<file path="src/rtl/tcp_app_pkg.sv">
// Shared TCP application-interface definitions: notification, read_package and
// endpoint header layouts plus the rx notification handler state encoding.
package tcp_app_pkg;

    localparam int unsigned SESS_W  = 16;
    localparam int unsigned LEN_W   = 16;
    localparam int unsigned IP_W    = 32;
    localparam int unsigned PORT_W  = 16;

    localparam int unsigned NOTIF_W  = 88;
    localparam int unsigned RDPKG_W  = 32;
    localparam int unsigned EPHDR_W  = 32;

    localparam int unsigned NOTIF_SESS_LSB   = 0;
    localparam int unsigned NOTIF_LEN_LSB    = 16;
    localparam int unsigned NOTIF_IP_LSB     = 32;
    localparam int unsigned NOTIF_PORT_LSB   = 64;
    localparam int unsigned NOTIF_CLOSED_BIT = 80;

    localparam int unsigned HDR_SESS_LSB = 0;
    localparam int unsigned HDR_LEN_LSB  = 16;

    localparam logic [15:0] SAT_MAX = '1;

    typedef struct packed {
        logic [6:0]        pad;
        logic              closed;
        logic [PORT_W-1:0] port;
        logic [IP_W-1:0]   ip;
        logic [LEN_W-1:0]  length;
        logic [SESS_W-1:0] session;
    } tcp_notif_t;

    typedef struct packed {
        logic [LEN_W-1:0]  length;
        logic [SESS_W-1:0] session;
    } tcp_rdpkg_t;

    typedef struct packed {
        logic [LEN_W-1:0]  length;
        logic [SESS_W-1:0] session;
    } ep_hdr_t;

    typedef enum logic [2:0] {
        RXH_IDLE,
        RXH_REQ,
        RXH_META,
        RXH_HDR,
        RXH_DATA
    } rxh_state_t;

endpackage

</file>
<file path="src/rtl/tcp_keep_popcount.sv">
// Combinational population count of a byte-enable vector.
module tcp_keep_popcount #(
    parameter int unsigned N = 64
) (
    input  logic [N-1:0]             keep,
    output logic [$clog2(N+1)-1:0]   count
);

    localparam int unsigned CW = $clog2(N + 1);

    always_comb begin
        count = '0;
        for (int unsigned i = 0; i < N; i++) begin
            count = count + CW'(keep[i]);
        end
    end

endmodule

</file>
<file path="src/rtl/tcp_rx_notification_handler.sv">
// Turns TCP rx notifications into read_package requests and frames each payload
// towards the endpoint as one header beat plus a pass-through data stream.
module tcp_rx_notification_handler
    import tcp_app_pkg::*;
#(
    parameter int unsigned WIDTH      = 512,
    parameter int unsigned STAT_WIDTH = 32
) (
    input  logic                    net_clk,
    input  logic                    net_rst,

    input  logic                    s_notif_valid,
    output logic                    s_notif_ready,
    input  logic [87:0]             s_notif_data,

    output logic                    m_rdpkg_valid,
    input  logic                    m_rdpkg_ready,
    output logic [31:0]             m_rdpkg_data,

    input  logic                    s_rxmeta_valid,
    output logic                    s_rxmeta_ready,
    input  logic [15:0]             s_rxmeta_data,

    input  logic                    s_rxdata_valid,
    output logic                    s_rxdata_ready,
    input  logic [WIDTH-1:0]        s_rxdata_data,
    input  logic [WIDTH/8-1:0]      s_rxdata_keep,
    input  logic                    s_rxdata_last,

    output logic                    m_ephdr_valid,
    input  logic                    m_ephdr_ready,
    output logic [31:0]             m_ephdr_data,

    output logic                    m_epdata_valid,
    input  logic                    m_epdata_ready,
    output logic [WIDTH-1:0]        m_epdata_data,
    output logic [WIDTH/8-1:0]      m_epdata_keep,
    output logic                    m_epdata_last,

    output logic                    close_valid,
    output logic [15:0]             close_session,
    output logic [STAT_WIDTH-1:0]   stat_pkts,
    output logic [STAT_WIDTH-1:0]   stat_bytes,
    output logic [15:0]             stat_len_err,
    output logic [15:0]             stat_sess_err
);

    localparam int unsigned KW = WIDTH / 8;
    localparam int unsigned CW = $clog2(KW + 1);

    rxh_state_t   state, next_state;
    tcp_notif_t   notif;
    logic [15:0]  sess_q, len_q;
    logic [16:0]  acc;
    logic [16:0]  pkt_total;
    logic [CW-1:0] beat_bytes;

    logic notif_hs, meta_hs, data_hs;
    logic notif_take;

    assign notif = tcp_notif_t'(s_notif_data);

    tcp_keep_popcount #(.N(KW)) u_popcount (
        .keep  (s_rxdata_keep),
        .count (beat_bytes)
    );

    assign notif_hs   = s_notif_valid & s_notif_ready;
    assign meta_hs    = s_rxmeta_valid & s_rxmeta_ready;
    assign data_hs    = s_rxdata_valid & s_rxdata_ready;
    assign notif_take = notif_hs & ~notif.closed & (notif.length != '0);
    assign pkt_total  = acc + 17'(beat_bytes);

    assign m_rdpkg_data  = tcp_rdpkg_t'{length: len_q, session: sess_q};
    assign m_ephdr_data  = ep_hdr_t'{length: len_q, session: sess_q};
    assign m_epdata_data = s_rxdata_data;
    assign m_epdata_keep = s_rxdata_keep;
    assign m_epdata_last = s_rxdata_last;

    always_ff @(posedge net_clk) begin
        if (net_rst) begin
            state <= RXH_IDLE;
        end else begin
            state <= next_state;
        end
    end

    always_comb begin
        next_state     = state;
        s_notif_ready  = 1'b0;
        m_rdpkg_valid  = 1'b0;
        s_rxmeta_ready = 1'b0;
        m_ephdr_valid  = 1'b0;
        m_epdata_valid = 1'b0;
        s_rxdata_ready = 1'b0;
        unique case (state)
            RXH_IDLE: begin
                // Held low while reset is asserted so no notification slips in.
                s_notif_ready = ~net_rst;
                if (notif_take) next_state = RXH_REQ;
            end
            RXH_REQ: begin
                m_rdpkg_valid = 1'b1;
                if (m_rdpkg_ready) next_state = RXH_META;
            end
            RXH_META: begin
                s_rxmeta_ready = 1'b1;
                if (s_rxmeta_valid) next_state = RXH_HDR;
            end
            RXH_HDR: begin
                m_ephdr_valid = 1'b1;
                if (m_ephdr_ready) next_state = RXH_DATA;
            end
            RXH_DATA: begin
                m_epdata_valid = s_rxdata_valid;
                s_rxdata_ready = m_epdata_ready;
                if (data_hs && s_rxdata_last) next_state = RXH_IDLE;
            end
            default: next_state = RXH_IDLE;
        endcase
    end

    always_ff @(posedge net_clk) begin
        if (net_rst) begin
            sess_q        <= '0;
            len_q         <= '0;
            acc           <= '0;
            close_valid   <= 1'b0;
            close_session <= '0;
            stat_pkts     <= '0;
            stat_bytes    <= '0;
            stat_len_err  <= '0;
            stat_sess_err <= '0;
        end else begin
            close_valid <= notif_hs & notif.closed;
            if (notif_hs && notif.closed) begin
                close_session <= notif.session;
            end
            if (notif_take) begin
                sess_q <= notif.session;
                len_q  <= notif.length;
            end
            if (meta_hs) begin
                acc <= '0;
                if (s_rxmeta_data != sess_q && stat_sess_err != SAT_MAX) begin
                    stat_sess_err <= stat_sess_err + 16'd1;
                end
            end
            if (data_hs) begin
                acc <= pkt_total;
                // The closing beat's own bytes are folded in here, not via acc.
                if (s_rxdata_last) begin
                    stat_pkts  <= stat_pkts + STAT_WIDTH'(1);
                    stat_bytes <= stat_bytes + STAT_WIDTH'(pkt_total);
                    if (pkt_total != {1'b0, len_q} && stat_len_err != SAT_MAX) begin
                        stat_len_err <= stat_len_err + 16'd1;
                    end
                end
            end
        end
    end

endmodule

</file>
<file path="config.mk">
export PLATFORM = sky130hd
export DESIGN_NAME = tcp_rx_notification_handler
export DESIGN_NICKNAME = d
export VERILOG_FILES = /design/src/rtl/tcp_app_pkg.sv /design/src/rtl/tcp_keep_popcount.sv /design/src/rtl/tcp_rx_notification_handler.sv
export SDC_FILE = /design/constraint.sdc
export NUM_CORES = 1
export LEC_CHECK = 0
export CAP_MARGIN = 30
export CORE_AREA = 2 2 570 572
export DETAILED_ROUTE_END_ITERATION = 10
export DIE_AREA = 0 0 572 574
export GPL_ROUTABILITY_DRIVEN = 0
export PLACE_DENSITY = 0.3
export REMOVE_ABC_BUFFERS = 1
export SLEW_MARGIN = 20
export SYNTH_ARGS = -nofsm -noshare
export SYNTH_HDL_FRONTEND = slang
export SYNTH_HIERARCHICAL = 1
export SYNTH_SLANG_ARGS = --single-unit
</file>
<file path="constraint.sdc">
create_clock -name net_clk -period 12.9 [get_ports net_clk]
set_input_delay 2.58 -clock net_clk [delete_from_list [all_inputs] [get_ports net_clk]]
set_output_delay 2.58 -clock net_clk [all_outputs]
set_load 0.01 [all_outputs]
</file>
# == Word-level counts from Yosys, hierarchy flattened ==
# Index checks and enable logic that the tools add are counted.
# classes
addsub,68
n_eq_ne,13
n_mux,14
bitwise_logic,8
reduce_logical,11
# ops
cell,count
$add A7 B1 Y7,62
$mux W17,2
$add A16 B1 Y16 const B,2
$add A32 B1 Y32 const B,1
$add A32 B17 Y32,1
$ne A16 B16 Y1 const B,2
$add A17 B7 Y17,1
$ne A17 B16 Y1,1
$ne A16 B16 Y1,1
$reduce_bool A16 Y1,1
$mux W3,5
$pmux W3 S5,1
$ne A2 B2 Y1 const B,5
$and A1 B1 Y1,6
$eq A3 B2 Y1 const B,2
$mux W1,6
$reduce_and A5 Y1,1
$logic_and A1 B1 Y1,4
$reduce_and A2 Y1,2
$eq A3 B1 Y1 const B,1
$eq A3 B3 Y1 const B,1
$logic_not A3 Y1,1
$reduce_and A3 Y1,1
$add A1 B1 Y2,1
other kinds (2),3
# totals
reg_bits,165
input_bits,689
word_cells,124

# == Logic depth before layout (Yosys ltp) ==
# Gate-level depths: netlist (run 1).
# logic_depth
depth_word,67
depth_mapped,37

# == By module ==
# Netlist (run 1), hierarchy kept.
# by_module_without_submodules
mod,n_inst,cells_per_inst,area_per_inst_um2,seq_area_each_um2
tcp_rx_notification_handler,1,1670,13286.5,3303.2
tcp_keep_popcount,1,172,1729.2,0.0

# == Least setup slack after synthesis (run 1) ==
# Ideal clock, no wire load.
# synth_path
path_type,in2reg
from,in s_rxdata_keep[53]
to,reg stat_bytes[30]
arrival_time_ns,10.803
setup_slack_ns,1.970
path_stages,35
n_path_buf,2
path_cell_list,fa_1 -> inv_1 -> fa_1 -> inv_1 -> fa_1 -> inv_1 -> fa_1 -> inv_1 -> fa_1 -> inv_1 -> fa_1 -> fa_1 -> fa_1 -> inv_1 -> ha_1 -> fa_1 -> a21o_2 -> a211oi_1 -> a21oi_1 -> ha_1 -> buf_2 -> a211oi_2 -> o211ai_2 -> and3_1 -> clkbuf_1 -> xor2_1 -> ha_1 -> a21o_1 -> a21o_1 -> a32oi_1 -> o211ai_1 -> a31oi_1 -> nor4bb_1 -> xnor2_1 -> nor2_1
# synth_between
elab_chain_len,13
# synth_rtl
element,line,rtl
start: declaration,tcp_rx_notification_handler.sv:27,"input logic [WIDTH/8-1:0] s_rxdata_keep,"
$add A7 B1 Y7 (11 in series),tcp_keep_popcount.sv:14,count = count + CW'(keep[i]);
net beat_bytes[4],tcp_rx_notification_handler.sv:56,logic [CW-1:0] beat_bytes;
$add A17 B7 Y17,tcp_rx_notification_handler.sv:72,assign pkt_total = acc + 17'(beat_bytes);
$add A32 B17 Y32,tcp_rx_notification_handler.sv:154,stat_bytes <= stat_bytes + STAT_WIDTH'(pkt_total);
end signal: assignment,tcp_rx_notification_handler.sv:154,
end: declaration,tcp_rx_notification_handler.sv:43,"output logic [STAT_WIDTH-1:0] stat_bytes,"
# The timed path passes the listed nets, and every way through them passes these cells.
# A chain may end at the register's enable or synchronous reset.

# == Worst setup path after layout (run 1) ==
# layout_path
from,in s_rxdata_keep[17]
to,reg stat_bytes[31]
# layout_between
elab_chain_len,49
# layout_rtl
element,line
$add A7 B1 Y7 (47 in series),tcp_keep_popcount.sv:14
net beat_bytes[4],tcp_rx_notification_handler.sv:56
$add A17 B7 Y17,tcp_rx_notification_handler.sv:72
$add A32 B17 Y32,tcp_rx_notification_handler.sv:154
# The timed path passes the listed nets, and every way through them passes these cells.

==> results.sh, run 1 <==
export IMPL_drt_total_wl_mm=380.1
export IMPL_r2r_end="stat_bytes[31]"
export IMPL_die_y_um=574
export IMPL_synth_common_cells="buf_4, dfxtp_1, nor2_1"
export IMPL_timing_worst_setup_path_type="input pin to flop"
export IMPL_path_delay_family="adder cells"
export IMPL_post_cts_buffers=0
export IMPL_avgSynthCellArea_sq_um=8.152
export IMPL_r2r_setup_slack_ns=8.58
export IMPL_grt_setup_unrepaired="no"
export IMPL_grt_pass1_wl_mm=405.1
export IMPL_grt_pass1_vias=11510
export IMPL_via_per_inst=2.268
export IMPL_hold_violations=0
export IMPL_fin_nets=2399
export IMPL_final_max_slew_violation_count=0
export IMPL_worstRegToRegCells=19
export IMPL_layout_drive_gt1_share_pct=6.096
export IMPL_ys_seq_elements=165
export IMPL_fin_tns_setup_ns=0
export IMPL_nFillCells=38090
export IMPL_vias=13490
export IMPL_synth_edf_count=0
export IMPL_crit_start="s_rxdata_keep[17]"
export IMPL_cp_endpoint="stat_bytes[31]"
export IMPL_ys_flop_type="dfxtp_1"
export IMPL_relSlewSlack_pct=41.09
export IMPL_dieArea_sq_um=328300
export IMPL_portBuffers=369
export IMPL_cp_arrival_ns=12.31
export IMPL_clk_latency_ns=0.53
export IMPL_multi_input_area_sq_um=6595
export IMPL_grt_ovfl_total=0
export IMPL_crit_top_cell="fa_1"
export IMPL_cpPeakStageDelay_ns=0.56
export IMPL_cts_sinks=165
export IMPL_cts_buffers=17
export IMPL_critPathLaunchType="input pin"
export IMPL_status="finished clean"
export IMPL_cts_resized=0
export IMPL_ys_seq_area_share_pct=22.00
export IMPL_area_growth_pct=35.12
export IMPL_cp_num_cells=34
export IMPL_max_cap_viol_count=0
export IMPL_hp_class="flop to flop"
export IMPL_crit_required_ns=13.29
export IMPL_place_inst=5916
export IMPL_yosysMostFrequentCell="buf_4"
export IMPL_initial_core_util_pct=4.653
export IMPL_fin_cells=5950
export IMPL_grt_max_degree=68
export IMPL_drtIter0Drc=1437
export IMPL_worst_path_buf_inv=6
export IMPL_cts_tree="yes"
export IMPL_dpl_hpwl_mm=366.9
export IMPL_htreeDepth=4
export IMPL_r2r_start="acc[0]"
export IMPL_drc_errors=0
export IMPL_seq_area_sq_um=3303
export IMPL_first_pass_iters=5
export IMPL_tightest_slew_ns=0.8837
export IMPL_clk_pin_slew_ns=0.10
export IMPL_layout_min_cycle_time_ns=11.91
export IMPL_synth_distinct_cells=78
export IMPL_synth_top_area_cell="buf_4"
export IMPL_post_route_util_pct=6.288
export IMPL_track_usage_pct=22.48
export IMPL_skew_ns=0.02802
export IMPL_vdd_ir_drop_max_uv=523.4
export IMPL_wl_per_cell_um=63.89
export IMPL_worstHoldPathCells=2
export IMPL_p_per_area_nw_per_um2=295.8
export IMPL_cpMaxStageDelayCell="fa_1"
export IMPL_syn_area_sq_um=15020
export IMPL_drt_antenna_violating_nets=0
export IMPL_chipWidth_um=572
export IMPL_max_freq_mhz=83.94
export IMPL_endpoint_kind="flop"
export IMPL_yosysWarnings=6
export IMPL_synth_cells=1842
export IMPL_cts_hold_buf=0
export IMPL_clock_root_buffer="clkbuf_16"
export IMPL_setup_violations=0
export IMPL_cts_buffer_depth=2
export IMPL_antenna_found_initial=2
export IMPL_ys_async_sr_fraction_pct=0
export IMPL_rows=209
export IMPL_synth_top_area_share_pct=30.45
export IMPL_core_sq_um=322700
export IMPL_leakage_nw=6.132
export IMPL_ios=1449
export IMPL_period_share_pct=92.35
export IMPL_synthTopCellsByArea="buf_4, dfxtp_1, fa_1"
export IMPL_worstPathMaxFanout=12
power by group:
group | internal (mW) | total (mW) | switching, mW
combinational | 1.94 | 4.91 | 2.97
sequential | 0.515 | 0.529 | 0.0137
clock | 0.259 | 0.560 | 0.301
total | 2.72 | 6.00 | 3.28
kinds of logic after synthesis:
logic type | Yosys count | share of synthesized area [%]
buffers and inverters | 761 | 34.37
and+or+nand+nor | 462 | 14.94
AOI/OAI and AO/OA | 213 | 8.808
DFF | 165 | 22.00
xor gates and xnor gates | 101 | 5.991
adders and majority gates | 99 | 11.05
muxes | 41 | 2.841
through the flow:
stage	worst slack [ns]	area, sq um	power [mW]	hold WS (ns)
floorplan	1.734	10250	4.134	0.4461
global placement	0.3626	19690	5.572	0.4451
detailed placement	0.3510	19690	5.543	0.4499
CTS	0.9075	20270	6.145	0.4637
global route	0.4947	20290	6.723	0.4822
finish	0.9869	20290	6.002	0.4584
area by class of cell:
cell class	instances	area share, %
multi-input cells	916	32.50
repair buffers	405	19.70
diodes	1	0.01233
inverters	106	1.961
well taps	4325	26.67
clock buffers	18	2.115
flip-flops and latches	165	16.28
clock inverters	14	0.7523
how the worst min path moves through the flow:
| stage | end | start | slack [ns] |
|---|---|---|---|
| 6_report | close_session[1] | close_session[1] | 0.46 |
| 5_1_grt | close_session[0] | close_session[0] | 0.48 |
| 4_1_cts | close_session[0] | close_session[0] | 0.46 |
| 3_5_place_dp | close_session[1] | close_session[1] | 0.45 |
| 3_3_place_gp | close_session[4] | close_session[4] | 0.45 |
| 2_1_floorplan | acc[0] | acc[0] | 0.45 |
registers in the layout, indices dropped and copies added, names as in the netlist, 16 cells and up:
| register | flops |
|---|---|
| acc | 17 |
| stat_len_err | 16 |
| sess_q | 16 |
| close_session | 16 |
| len_q | 16 |
| stat_bytes | 32 |
| stat_sess_err | 16 |
| stat_pkts | 32 |
layer usage:
layer	track usage, %	share of wire (%)	vias to the layer above
li1	-	-	4964
met2	37.34	46	2646
met3	42.96	40	100
met1	6.373	11	5751
met4	2.989	1.7	32
met5	9.020	1.1	-
tightest hold or removal path: stages, from the launching register on:
cell	delay, ns
dfxtp_1	0.32
nand2_1	0.05
a21oi_1	0.05
cells in the final DEF, fill, tap and decap left out, types with 7 or more instances in the layout:
cell / Yosys / routed
nand2_1: 120 / 119
a21oi_1: 94 / 94
dfxtp_1: 165 / 165
xnor2_1: 60 / 60
fa_1: 56 / 56
nand3_1: 35 / 35
nand4_1: 24 / 24
clkdlybuf4s50_1: 0 / 368
a21o_1: 7 / 7
ha_1: 43 / 43
nor2b_1: 14 / 14
a31oi_1: 9 / 8
and3_1: 17 / 17
or3_1: 31 / 31
mux2i_1: 34 / 34
inv_1: 105 / 105
a211oi_1: 7 / 7
buf_4: 609 / 33
nor3_1: 17 / 15
nand2b_1: 12 / 12
xor2_1: 40 / 40
nor2_1: 143 / 143
o21ai_0: 40 / 40
clkbuf_16: 0 / 17
Note: power is estimated with default switching activity, not from simulation.
==> run 2, diff against run 1 <==
Settings changed: CTS_BUF_LIST set to sky130_fd_sc_hd__clkbuf_2 sky130_fd_sc_hd__clkbuf_4 sky130_fd_sc_hd__clkbuf_8.
Clock period 12.9 ns to 11.53 ns, I/O delays scaled along.
==> results.sh, run 2 (synthesized netlist as in run 1, its figures left out) <==
export IMPL_drt_antenna_violating_nets=0
export IMPL_worstPathMaxFanout=8
export IMPL_crit_required_ns=11.97
export IMPL_core_sq_um=322700
export IMPL_die_y_um=574
export IMPL_dp_worst_setup_slack_ns=-0.5808
export IMPL_grt_max_degree=76
export IMPL_vdd_ir_drop_max_uv=709.1
export IMPL_nFillCells=38150
export IMPL_reg_top3="stat_bytes (32), stat_pkts (32), acc (17)"
export IMPL_clk_pin_slew_ns=0.11
export IMPL_placed_cell_area_sq_um=20410
export IMPL_design_power_total_mw=8.219
export IMPL_r2r_start="state[2]"
export IMPL_antenna_found_initial=8
export IMPL_crit_top_cell="fa_1"
export IMPL_area_growth_pct=39.23
export IMPL_layout_drive_gt1_share_pct=11.90
export IMPL_track_usage_pct=22.54
export IMPL_finalInstanceArea_sq_um=20910
export IMPL_wl_per_cell_um=63.14
export IMPL_max_freq_mhz=89.75
export IMPL_rows=209
export IMPL_worstRegToRegCells=10
export IMPL_grt_pass1_wl_mm=407.5
export IMPL_clk_latency_ns=0.59
export IMPL_r2r_setup_slack_ns=7.28
export IMPL_drc_errors=0
export IMPL_grt_setup_unrepaired="yes"
export IMPL_hp_class="flop to flop"
export IMPL_cpMaxStageDelayCell="fa_1"
export IMPL_via_per_inst=2.351
export IMPL_critPathLaunchType="input pin"
export IMPL_clock_root_buffer="clkbuf_8"
export IMPL_timing_worst_setup_path_type="input pin to flop"
export IMPL_clockPowerShare_pct=6.2
export IMPL_holdWs_ns=0.4639
export IMPL_cts_hold_buf=0
export IMPL_dieArea_sq_um=328300
export IMPL_drt_total_wl_mm=381.4
export IMPL_cts_sinks=165
export IMPL_power_share_switching_pct=49.01
export IMPL_period_share_pct=96.63
export IMPL_ios=1449
export IMPL_first_pass_iters=4
export IMPL_setup_violations=0
export IMPL_final_max_slew_violation_count=0
export IMPL_vias=14200
export IMPL_hold_end="close_session[0]"
export IMPL_layout_common_cells="clkdlybuf4s50_1, dfxtp_1, nor2_1"
export IMPL_status="finished clean"
export IMPL_cts_buffers=17
export IMPL_fin_cells=6041
export IMPL_htreeDepth=4
export IMPL_cts_buffer_depth=2
export IMPL_seq_area_sq_um=3303
export IMPL_dpl_hpwl_mm=367.8
export IMPL_tightest_slew_ns=0.8764
export IMPL_max_cap_viol_count=0
export IMPL_path_delay_family="adder cells"
export IMPL_grt_ovfl_total=0
export IMPL_initial_core_util_pct=4.653
export IMPL_hold_violations=0
export IMPL_worst_slack_ns=0.3882
export IMPL_switching_power_mw=4.028
export IMPL_chipWidth_um=572
export IMPL_drtIter0Drc=1387
export IMPL_skew_ns=0.04579
export IMPL_multi_input_area_sq_um=6663
export IMPL_cts_tree="yes"
export IMPL_final_common_cell="clkdlybuf4s50_1"
export IMPL_cpPeakStageDelay_ns=0.56
export IMPL_worst_path_buf_inv=8
export IMPL_p_int_mw=4.191
export IMPL_min_from="close_session[0]"
export IMPL_relSlewSlack_pct=41.50
export IMPL_grt_pass1_vias=11970
export IMPL_cp_arrival_ns=11.58
export IMPL_fin_nets=2490
export IMPL_worstHoldPathCells=2
export IMPL_p_per_area_nw_per_um2=393.1
export IMPL_layout_min_cycle_time_ns=11.14
export IMPL_power_share_sequential_pct=7.2
export IMPL_leakage_nw=6.526
export IMPL_endpoint_kind="flop"
export IMPL_power_frac_comb_pct=86.6
export IMPL_r2r_end="stat_pkts[31]"
export IMPL_place_inst=6006
export IMPL_portBuffers=369
[run 2: cell count changes in the layout (fill, tap and decap cells not counted), moves of 2 or more]
cell / delta
buf_4: +88
xor2_2: +3
clkinv_4: -3
clkbuf_8: +18
clkbuf_16: -17
bufinv_16: +2
xor2_1: -3
clkinvlp_4: +3
buf_12: +3
clkinv_8: -3
o21ai_0: -2
[run 2: routing by layer]
layer  GRT usage (%)  vias up  wire length, um
met5           9.020        -             4052
met2           37.50     2876           177700
li1                -     5139                -
met3           42.91      104           153200
met4           3.015       30             6066
met1           6.428     6055            40380
[run 2: power by group through the flow]
stage / clock, mW / sequential [mW] / combinational, mW
floorplan: 0 / 0.602 / 4.02
global placement: 0 / 0.607 / 7.16
detailed placement: 0 / 0.607 / 7.10
CTS: 0.555 / 0.594 / 7.15
global route: 0.569 / 0.595 / 7.94
finish: 0.512 / 0.592 / 7.11
[run 2: worst max path at each step]
stage / from / end / slack [ns] / cells past startpoint
after global routing: s_rxdata_keep[17] / stat_bytes[25] / -0.02 / 36
after floorplan: s_rxdata_keep[53] / stat_bytes[31] / 0.64 / 35
after global placement: s_rxdata_keep[29] / stat_bytes[30] / -0.65 / 34
after CTS: s_rxdata_keep[29] / stat_bytes[30] / 0.07 / 34
after detailed placement: s_rxdata_keep[29] / stat_bytes[30] / -0.58 / 34
final: s_rxdata_keep[17] / stat_bytes[30] / 0.39 / 35
[run 2: layout make-up]
| type | count | share of cell area [%] |
|---|---|---|
| diodes | 2 | 0.02394 |
| clock inverters | 13 | 0.7661 |
| inverters | 106 | 1.903 |
| repair buffers | 496 | 22.57 |
| well taps | 4325 | 25.88 |
| multi-input cells | 916 | 31.87 |
| flip-flops and latches | 165 | 15.80 |
| clock buffers | 18 | 1.185 |
[run 2: worst reg2reg max path, stage by stage, from the launching register on]
cell,delay (ns)
dfxtp_1,0.50
and4bb_2,0.47
and3_1,0.78
buf_4,0.35
nand4_1,0.36
nor3_2,0.33
buf_4,0.29
nand4_1,0.29
or2_2,0.36
or3_1,0.35
a21oi_1,0.14
[run 2: what timing repair did]
| action | in CTS | in global routing |
|---|---|---|
| resized for setup | 0 | 16 |
| endpoints found under the setup margin | 0 | 14 |
| buffers inserted | 0 | 2 |
[run 2: metrics by stage]
step / utilization (%) / TNS (ns)
2_1_floorplan: - / 0
3_5_place_dp: 6.325 / -10.64
4_1_cts: 6.452 / 0
3_3_place_gp: 6.318 / -11.85
5_1_grt: 6.478 / -0.02611
6_report: 6.479 / 0
==> run 3, diff against run 2 <==
Clock period 11.53 ns to 10.6 ns, I/O delays scaled along.
==> results.sh, run 3 (synthesized netlist as in run 1, its figures left out) <==
export IMPL_rows=209
export IMPL_skew_ns=0.03009
export IMPL_critPathLaunchType="input pin"
export IMPL_grt_use_met3_pct=42.91
export IMPL_design_power_total_mw=9.983
export IMPL_grt_ovfl_total=0
export IMPL_status="finished clean"
export IMPL_portBuffers=369
export IMPL_drc_errors=0
export IMPL_leakage_nw=6.874
export IMPL_use_met1_pct=6.425
export IMPL_worstPathMaxFanout=9
export IMPL_grt_pass1_wl_mm=408.0
export IMPL_cts_tree="yes"
export IMPL_reg_top3="stat_bytes (32), stat_pkts (32), acc (17)"
export IMPL_cpPeakStageDelay_ns=0.56
export IMPL_vias=14240
export IMPL_crit_top_cell="fa_1"
export IMPL_antenna_found_initial=3
export IMPL_dieArea_sq_um=328300
export IMPL_fin_tns_setup_ns=0
export IMPL_vdd_ir_drop_max_uv=717.1
export IMPL_die_y_um=574
export IMPL_fin_nets=2514
export IMPL_cts_buffer_depth=2
export IMPL_cts_buffers=17
export IMPL_dpl_hpwl_mm=367.9
export IMPL_crit_required_ns=11.07
export IMPL_drt_total_wl_mm=381.5
export IMPL_timing_worst_setup_path_type="input pin to flop"
export IMPL_hp_class="flop to flop"
export IMPL_tightest_slew_ns=0.9409
export IMPL_worst_path_buf_inv=7
export IMPL_clk_pin_slew_ns=0.12
export IMPL_htreeDepth=4
export IMPL_setup_violations=0
export IMPL_core_sq_um=322700
export IMPL_wl_per_cell_um=62.86
export IMPL_top_usage_layer="met3"
export IMPL_use_met2_pct=37.01
export IMPL_first_pass_iters=4
export IMPL_min_from="close_session[5]"
export IMPL_r2r_start="state[2]"
export IMPL_p_per_area_nw_per_um2=466.3
export IMPL_crit_start="s_rxdata_keep[29]"
export IMPL_drtIter0Drc=1444
export IMPL_max_freq_mhz=97.09
export IMPL_path_delay_family="adder cells"
export IMPL_clock_root_buffer="clkbuf_8"
export IMPL_clk_latency_ns=0.60
export IMPL_final_max_slew_violation_count=0
export IMPL_layout_min_cycle_time_ns=10.30
export IMPL_period_share_pct=97.17
export IMPL_ios=1449
export IMPL_drt_antenna_violating_nets=0
export IMPL_track_usage_pct=22.56
export IMPL_initial_core_util_pct=4.653
export IMPL_relSlewSlack_pct=37.19
export IMPL_layout_common_cells="clkdlybuf4s50_1, dfxtp_1, nor2_1"
export IMPL_final_common_cell="clkdlybuf4s50_1"
export IMPL_max_cap_viol_count=0
export IMPL_via_per_inst=2.347
export IMPL_cts_hold_buf=0
export IMPL_cpMaxStageDelayCell="fa_2"
export IMPL_grt_max_degree=69
export IMPL_endpoint_kind="flop"
export IMPL_area_growth_pct=42.59
export IMPL_grt_setup_unrepaired="no"
export IMPL_cts_sinks=165
export IMPL_hold_violations=0
export IMPL_layout_drive_gt1_share_pct=16.22
export IMPL_cp_arrival_ns=10.77
export IMPL_grt_pass1_vias=12120
export IMPL_chipWidth_um=572
[run 3: tightest hold or removal path: cells and delay by family (launching register included)]
kind             cells  cell delay, ns
flip-flops           1            0.32
AND/OR/NAND/NOR      1            0.05
AO/OA/AOI/OAI        1            0.05
[run 3: path summary, 6_finish.rpt]
path,to,slack (ns),cells after the start
max,stat_bytes[30],0.30,34
min,close_session[5],0.46,2
min reg2reg,close_session[5],0.46,2
max reg2reg,stat_pkts[31],6.41,10
[run 3: final cells by class]
type                       instances  area, sq um
clock inverter                    15        155.1
timing repair buffer             519         4913
inverter                         106        402.9
sequential                       165         3303
multi-input combinational        917         6978
tap                             4325         5411
fill                           38090       301300
clock buffer                      17        234.0
antenna                            5        12.51
[run 3: per-stage QoR]
| stage | setup slack, ns | hold WS, ns | area, sq um | cells | util [%] |
|---|---|---|---|---|---|
| CTS | 0.0005231 | 0.4650 | 21210 | 6058 | 6.573 |
| finish | 0.2999 | 0.4610 | 21410 | 6069 | 6.635 |
| global route | 0.0008393 | 0.4939 | 21400 | 6065 | 6.632 |
| floorplan | -0.1062 | 0.4461 | 10250 | 1187 | - |
| global placement | -1.336 | 0.4459 | 20480 | 6015 | 6.348 |
| detailed placement | -1.302 | 0.4515 | 20500 | 6016 | 6.352 |
[run 3: repair_timing]
action / CTS / global route
gates cloned: 1 / 0
endpoints found under the hold margin: 0 / 0
endpoints found under the setup margin: 35 / 35
pin swaps: 46 / 46
setup buffers: 9 / 6
resized for setup: 77 / 61
[run 3: per-layer routing]
layer	wire, um	part of all wire [%]
met1	41290	11
met2	175300	46
met3	152200	40
met4	8475	2.2
met5	4245	1.1
[run 3: report_power, final]
group / switching [mW] / internal (mW) / leakage, nW
clock network: 0.342 / 0.176 / 0.199
logic: 4.40 / 4.42 / 5.34
registers: 0.0168 / 0.628 / 1.33
==> RTL change 1 (settings of run 2) <==
The package constant `PORT_W` goes from 16 to 32.
--- a/src/rtl/tcp_app_pkg.sv
+++ b/src/rtl/tcp_app_pkg.sv
@@ -5,7 +5,7 @@
     localparam int unsigned SESS_W  = 16;
     localparam int unsigned LEN_W   = 16;
     localparam int unsigned IP_W    = 32;
-    localparam int unsigned PORT_W  = 16;
+    localparam int unsigned PORT_W  = 32;
 
     localparam int unsigned NOTIF_W  = 88;
     localparam int unsigned RDPKG_W  = 32;
Formal check against the unedited RTL: not equivalent (Yosys sat finds a counterexample within 4 cycles, from zero or initial values and one cycle with net_rst high).
==> RTL change 1 against run 2 <==
- worst setup slack worse by 15 ps
- count of clock-buffer cells in the layout is 1 lower
- sequential cell count down 17
- synthesized area shrank 1.5%
- sequential power shrank 7.8%
- total power grew 16%
- routed wire length fell by 1.5%
- cell area shrank 0.95%
- largest power group unchanged
==> RTL change 1: results (changes against run 2) <==
Placed design
  – Post-place setup slack: -924 ps (-343 ps)
  – Placed cells: 5954 (-0.87%)
  – Post-DP Area: 19900 um2 (-2.5%)
  – IO buf count: 351 (-4.9%)
  – DP Wirelength: 361000 um (-1.8%)

Logic synthesis
  – Cells after synthesis: 1813 (-1.6%)
  – Main synth FF type: dfxtp_1
  – Post-synth ARST share: 0% (unchanged)
  – Top post-synthesis cells by count: buf_4 (629), dfxtp_1 (148), nand2_1 (134)
  – Area contributors post-synth: buf_4 (32%), dfxtp_1 (20%), fa_1 (7.6%)
  – Sequential area share after synthesis: 20.0% (-2.0 points)

Power
  – Worst IR Drop VDD: 770 uV (+8.6%)
  – Leak Pwr: 0.00656 uW (+0.58%)

Detailed routing
  – Wire per inst: 62.6 um (-0.85%)
  – First-pass DRT Iterations: 5 (+1)
  – Drt via density: 2.38 (+1.1%)
  – Initial drt markers: 1336 (-3.7%)
  – Post-Route WL: 376000 um (-1.5%)

Global routing
  – First-pass GRT wire length: 401000 um (-1.7%)
  – Largest net degree at the start of global routing: 76 (unchanged)
  – Vias in the first global route: 11700 (-2.0%)
  – Antenna violations before repair: 6 (-2)
  – GRT Util Overall: 22.2% (-0.33 points)

STA
  – Clock Skew: 34.0 ps (-11.8 ps)
  – Least-Margin Pin Slew: 913 ps (+36.5 ps)
  – Min Hold Slack: 484 ps (+19.8 ps)
  – Max Clk Rate: 89.6 MHz (-0.14%)

Cells and area
  – Nets: 2450 (-1.6%)
  – Area occupied by multi-input gates: 6820 um2 (+2.4%)
  – Seq. cell area: 2960 um2 (-10%)
  – Clk cell area share: 1.96% (+0.013 points)
  – # fillers: 38200 (+0.013%)
  – Multi-input comb cells: 883 (-3.6%)
  – Clock buffer count: 17 (-1)
  – Area delta synth->final: 40.0%
  – Buffers excl. clock: 490 (-1.2%)
  – FFs & Latches: 148 (-10%)
  – Share of cells above drive strength 1: 15.3% (+3.3 points)
  – NonClk Buf Share: 22.5% (-0.11 points)
  – Inverters: 119 (+12%)

Status
  – Status: completed

Worst hold path
  – WHS Path Cells: 2 (unchanged)
  – HP Start: acc[4]
  – Hold endpoint: acc[4]

Setup path
  – Slack of the worst reg-to-reg path: 7570 ps (+290 ps)
  – Register-to-Register Path Depth: 17 (+7)
  – CP Data Arrival Time: 11640 ps (+60 ps)
  – Worst-path fanout max: 5 (-3)
  – Reg2reg start: acc[0]
  – Reg-to-reg endpoint: stat_bytes[31]

Clock tree
  – H-tree depth: 4 (unchanged)
  – Clock buffer depth: 2 (unchanged)
RTL change 1: cell types whose count changed after synthesis, moves of 17 or more:
cell	change
nor2_1	-50
dfxtp_1	-17
mux2i_1	-29
buf_4	+20
a21oi_1	-21
nand3b_1	+25
RTL change 1: repair_timing:
item / in CTS / in global routing
setup endpoints to repair: 14 / 32
buffers inserted: 0 / 10
pin swaps: 1 / 37
resized for setup: 7 / 61
cloned: 0 / 1
RTL change 1: cells by family after synthesis:
logic type / after synthesis / synth area share, %
DFF: 148 / 20.0
AOI/OAI and AO/OA: 192 / 8.61
other: 1 / 0.0253
buffers and inverters: 798 / 36.4
and+or+nand+nor: 457 / 16.0
muxes: 12 / 1.02
xor gates and xnor gates: 103 / 6.47
adders and majority gates: 102 / 11.5
RTL change 1: worst max path at each step:
stage,depth (start not counted),endpoint,from
finish,37,stat_bytes[31],s_rxdata_keep[1]
global route,37,stat_bytes[29],s_rxdata_keep[51]
CTS,35,stat_bytes[31],s_rxdata_keep[0]
detailed placement,34,stat_bytes[31],s_rxdata_keep[0]
global placement,37,stat_bytes[31],s_rxdata_keep[0]
floorplan,31,stat_bytes[18],s_rxdata_keep[0]
RTL change 1: report_power, final:
group          switching, uW  internal (uW)
logic                   3810           4740
registers               21.9            524
clock network            310            167
RTL change 1: metal layers:
layer  part of all wire, %  wire, um  up-vias  GRT usage, %
met5                   1.0      3930        -          9.56
met3                    40    152000      105          42.7
met4                   1.9      7260       34          3.94
met1                    10     38300     6062          5.98
met2                    46    174000     3088          36.5
li1                      -         -     4968             -
==> RTL change 2 (flow settings as in run 2) <==
Made on the original files. Make the reset (`net_rst`) asynchronous in 2 clocked blocks.
--- a/src/rtl/tcp_rx_notification_handler.sv
+++ b/src/rtl/tcp_rx_notification_handler.sv
@@ -77,7 +77,7 @@
     assign m_epdata_keep = s_rxdata_keep;
     assign m_epdata_last = s_rxdata_last;
 
-    always_ff @(posedge net_clk) begin
+    always_ff @(posedge net_clk or posedge net_rst) begin
         if (net_rst) begin
             state <= RXH_IDLE;
         end else begin
@@ -120,7 +120,7 @@
         endcase
     end
 
-    always_ff @(posedge net_clk) begin
+    always_ff @(posedge net_clk or posedge net_rst) begin
         if (net_rst) begin
             sess_q        <= '0;
             len_q         <= '0;
Behaviour: differs if net_rst is asserted again (counterexample within 4 cycles, from zero or initial values and one cycle with net_rst high); with net_rst held inactive, the same outputs for 4 cycles.
==> RTL change 2 against run 2 <==
- routed wire length decreased by 0.16%
- total power up 39%
- worst setup slack improved by 12 ps
- sequential cell count stayed put
- via count is 2.7% lower
- non-clock buffer count shrank 3
- cell area is 3.4% higher
- synthesized area rose by 4.6%
- clock power grew 3%
- final cell count shrank 1.8%
- critical path type unchanged
- largest power group unchanged
==> RTL change 2: results (changes against run 2) <==
Power
  – Sw Ratio: 47.0% (-2.0 points)
  – Leak Pwr: 0.00768 uW (+18%)
  – Worst IR Drop VDD: 861 uV (+21%)

Detailed routing
  – Met2 wire len: 174000 um (-1.9%)
  – First-pass DRT Iterations: 6 (+2)
  – Met3 WL: 150000 um (-2.0%)
  – Drt via density: 2.33 (-0.93%)
  – Met1 wire length: 47700 um (+18%)
  – Initial drt markers: 1547 (+12%)
  – Post-Route WL: 381000 um (-0.16%)

Logic synthesis
  – Multiplexer share of the synthesized area: 3.58% (+0.74 points)
  – Synth Area in Adders: 10.6% (-0.49 points)
  – Top post-synthesis cells by count: buf_4 (613), dfrtp_1 (165), inv_1 (111)
  – Syn avg cell area: 9.13 um2 (+12%)
  – Xor-xnor portion of the synthesized cell area: 6.71% (+0.72 points)
  – Area contributors post-synth: buf_4 (29%), dfrtp_1 (26%), fa_1 (7.1%)
  – Synth Area in Compound Gates: 8.30% (-0.51 points)
  – Main synth FF type: dfrtp_1
  – Post-synth ARST share: 100% (+100 points)

Worst hold path
  – Hold endpoint: stat_bytes[31]
  – WHS Path Cells: 1 (-1)
  – HP Start: stat_bytes[31]

Cells and area
  – Nets: 2373 (-4.7%)
  – Share of cells above drive strength 1: 15.8% (+3.9 points)
  – # fillers: 38000 (-0.41%)

STA
  – Min Hold Slack: 487 ps (+22.8 ps)
  – Clock Skew: 42.2 ps (-3.56 ps)
  – Slew margin rel.: 40.7% (-0.80 points)
  – Final worst slack: 400 ps (+11.9 ps)

Setup path
  – Register-to-Register Path Depth: 20 (+10)
  – Critical Path Max Stage Delay: 540 ps (-20 ps)
  – Crit Path Class: input port to flop
  – Crit path from: s_rxdata_keep[23]
  – Crit-path slowest cell: fa_1
  – Reg2reg start: acc[0]
  – Worst-path fanout max: 9 (+1)
  – CP Data Arrival Time: 11660 ps (+80 ps)
  – Reg-to-reg endpoint: stat_bytes[17]

Global routing
  – Routing usage on met2: 36.7% (-0.84 points)
  – Largest net degree at the start of global routing: 107 (+41%)
  – GRT Util Overall: 22.6% (about the same)
  – First-pass GRT wire length: 407000 um (-0.10%)
  – Vias in the first global route: 11800 (-1.5%)
  – M1 GR Usage: 7.09% (+0.67 points)
  – GR Util met3: 43.2% (+0.24 points)
  – Antenna violations before repair: 17 (+9)

Placed design
  – Post-place setup slack: -624 ps (-43.5 ps)
  – Placed cells: 5888 (-2.0%)
  – DP Wirelength: 366000 um (-0.46%)
  – Post-DP Area: 21100 um2 (+3.2%)

Clock tree
  – Worst-skew pair later-pin latency: 650 ps (+60 ps)
  – Clk slew on worst S/H paths: 140 ps (+30 ps)

Status
  – Status: completed
==> RTL change 2: cell types whose count changed in the layout (fill, tap and decap cells not counted), moves of 21 or more <==
cell,run 2,this run
dfxtp_1,165,0
mux2i_1,34,1
a21oi_1,93,36
nor2_1,143,64
mux2_2,4,49
dfrtp_1,0,165
or3_1,31,10
==> RTL change 2: power groups by stage <==
stage / Clock (uW) / Combinational (uW) / Sequential [uW]
floorplan: 0 / 5500 / 896
global placement: 0 / 9940 / 968
detailed placement: 0 / 9930 / 969
CTS: 573 / 9970 / 959
global route: 587 / 11200 / 968
finish: 525 / 9970 / 932
==> RTL change 2: area by class of cell <==
class / count / area, um2 / share of cell area (%)
diodes: 8 / 20.0 / 0.0926
clock buffers: 17 / 234 / 1.08
clock inverters: 15 / 211 / 0.978
inverters: 111 / 424 / 1.96
multi-input cells: 797 / 6460 / 29.9
flip-flops and latches: 165 / 4130 / 19.1
well taps: 4325 / 5410 / 25.0
repair buffers: 493 / 4720 / 21.9
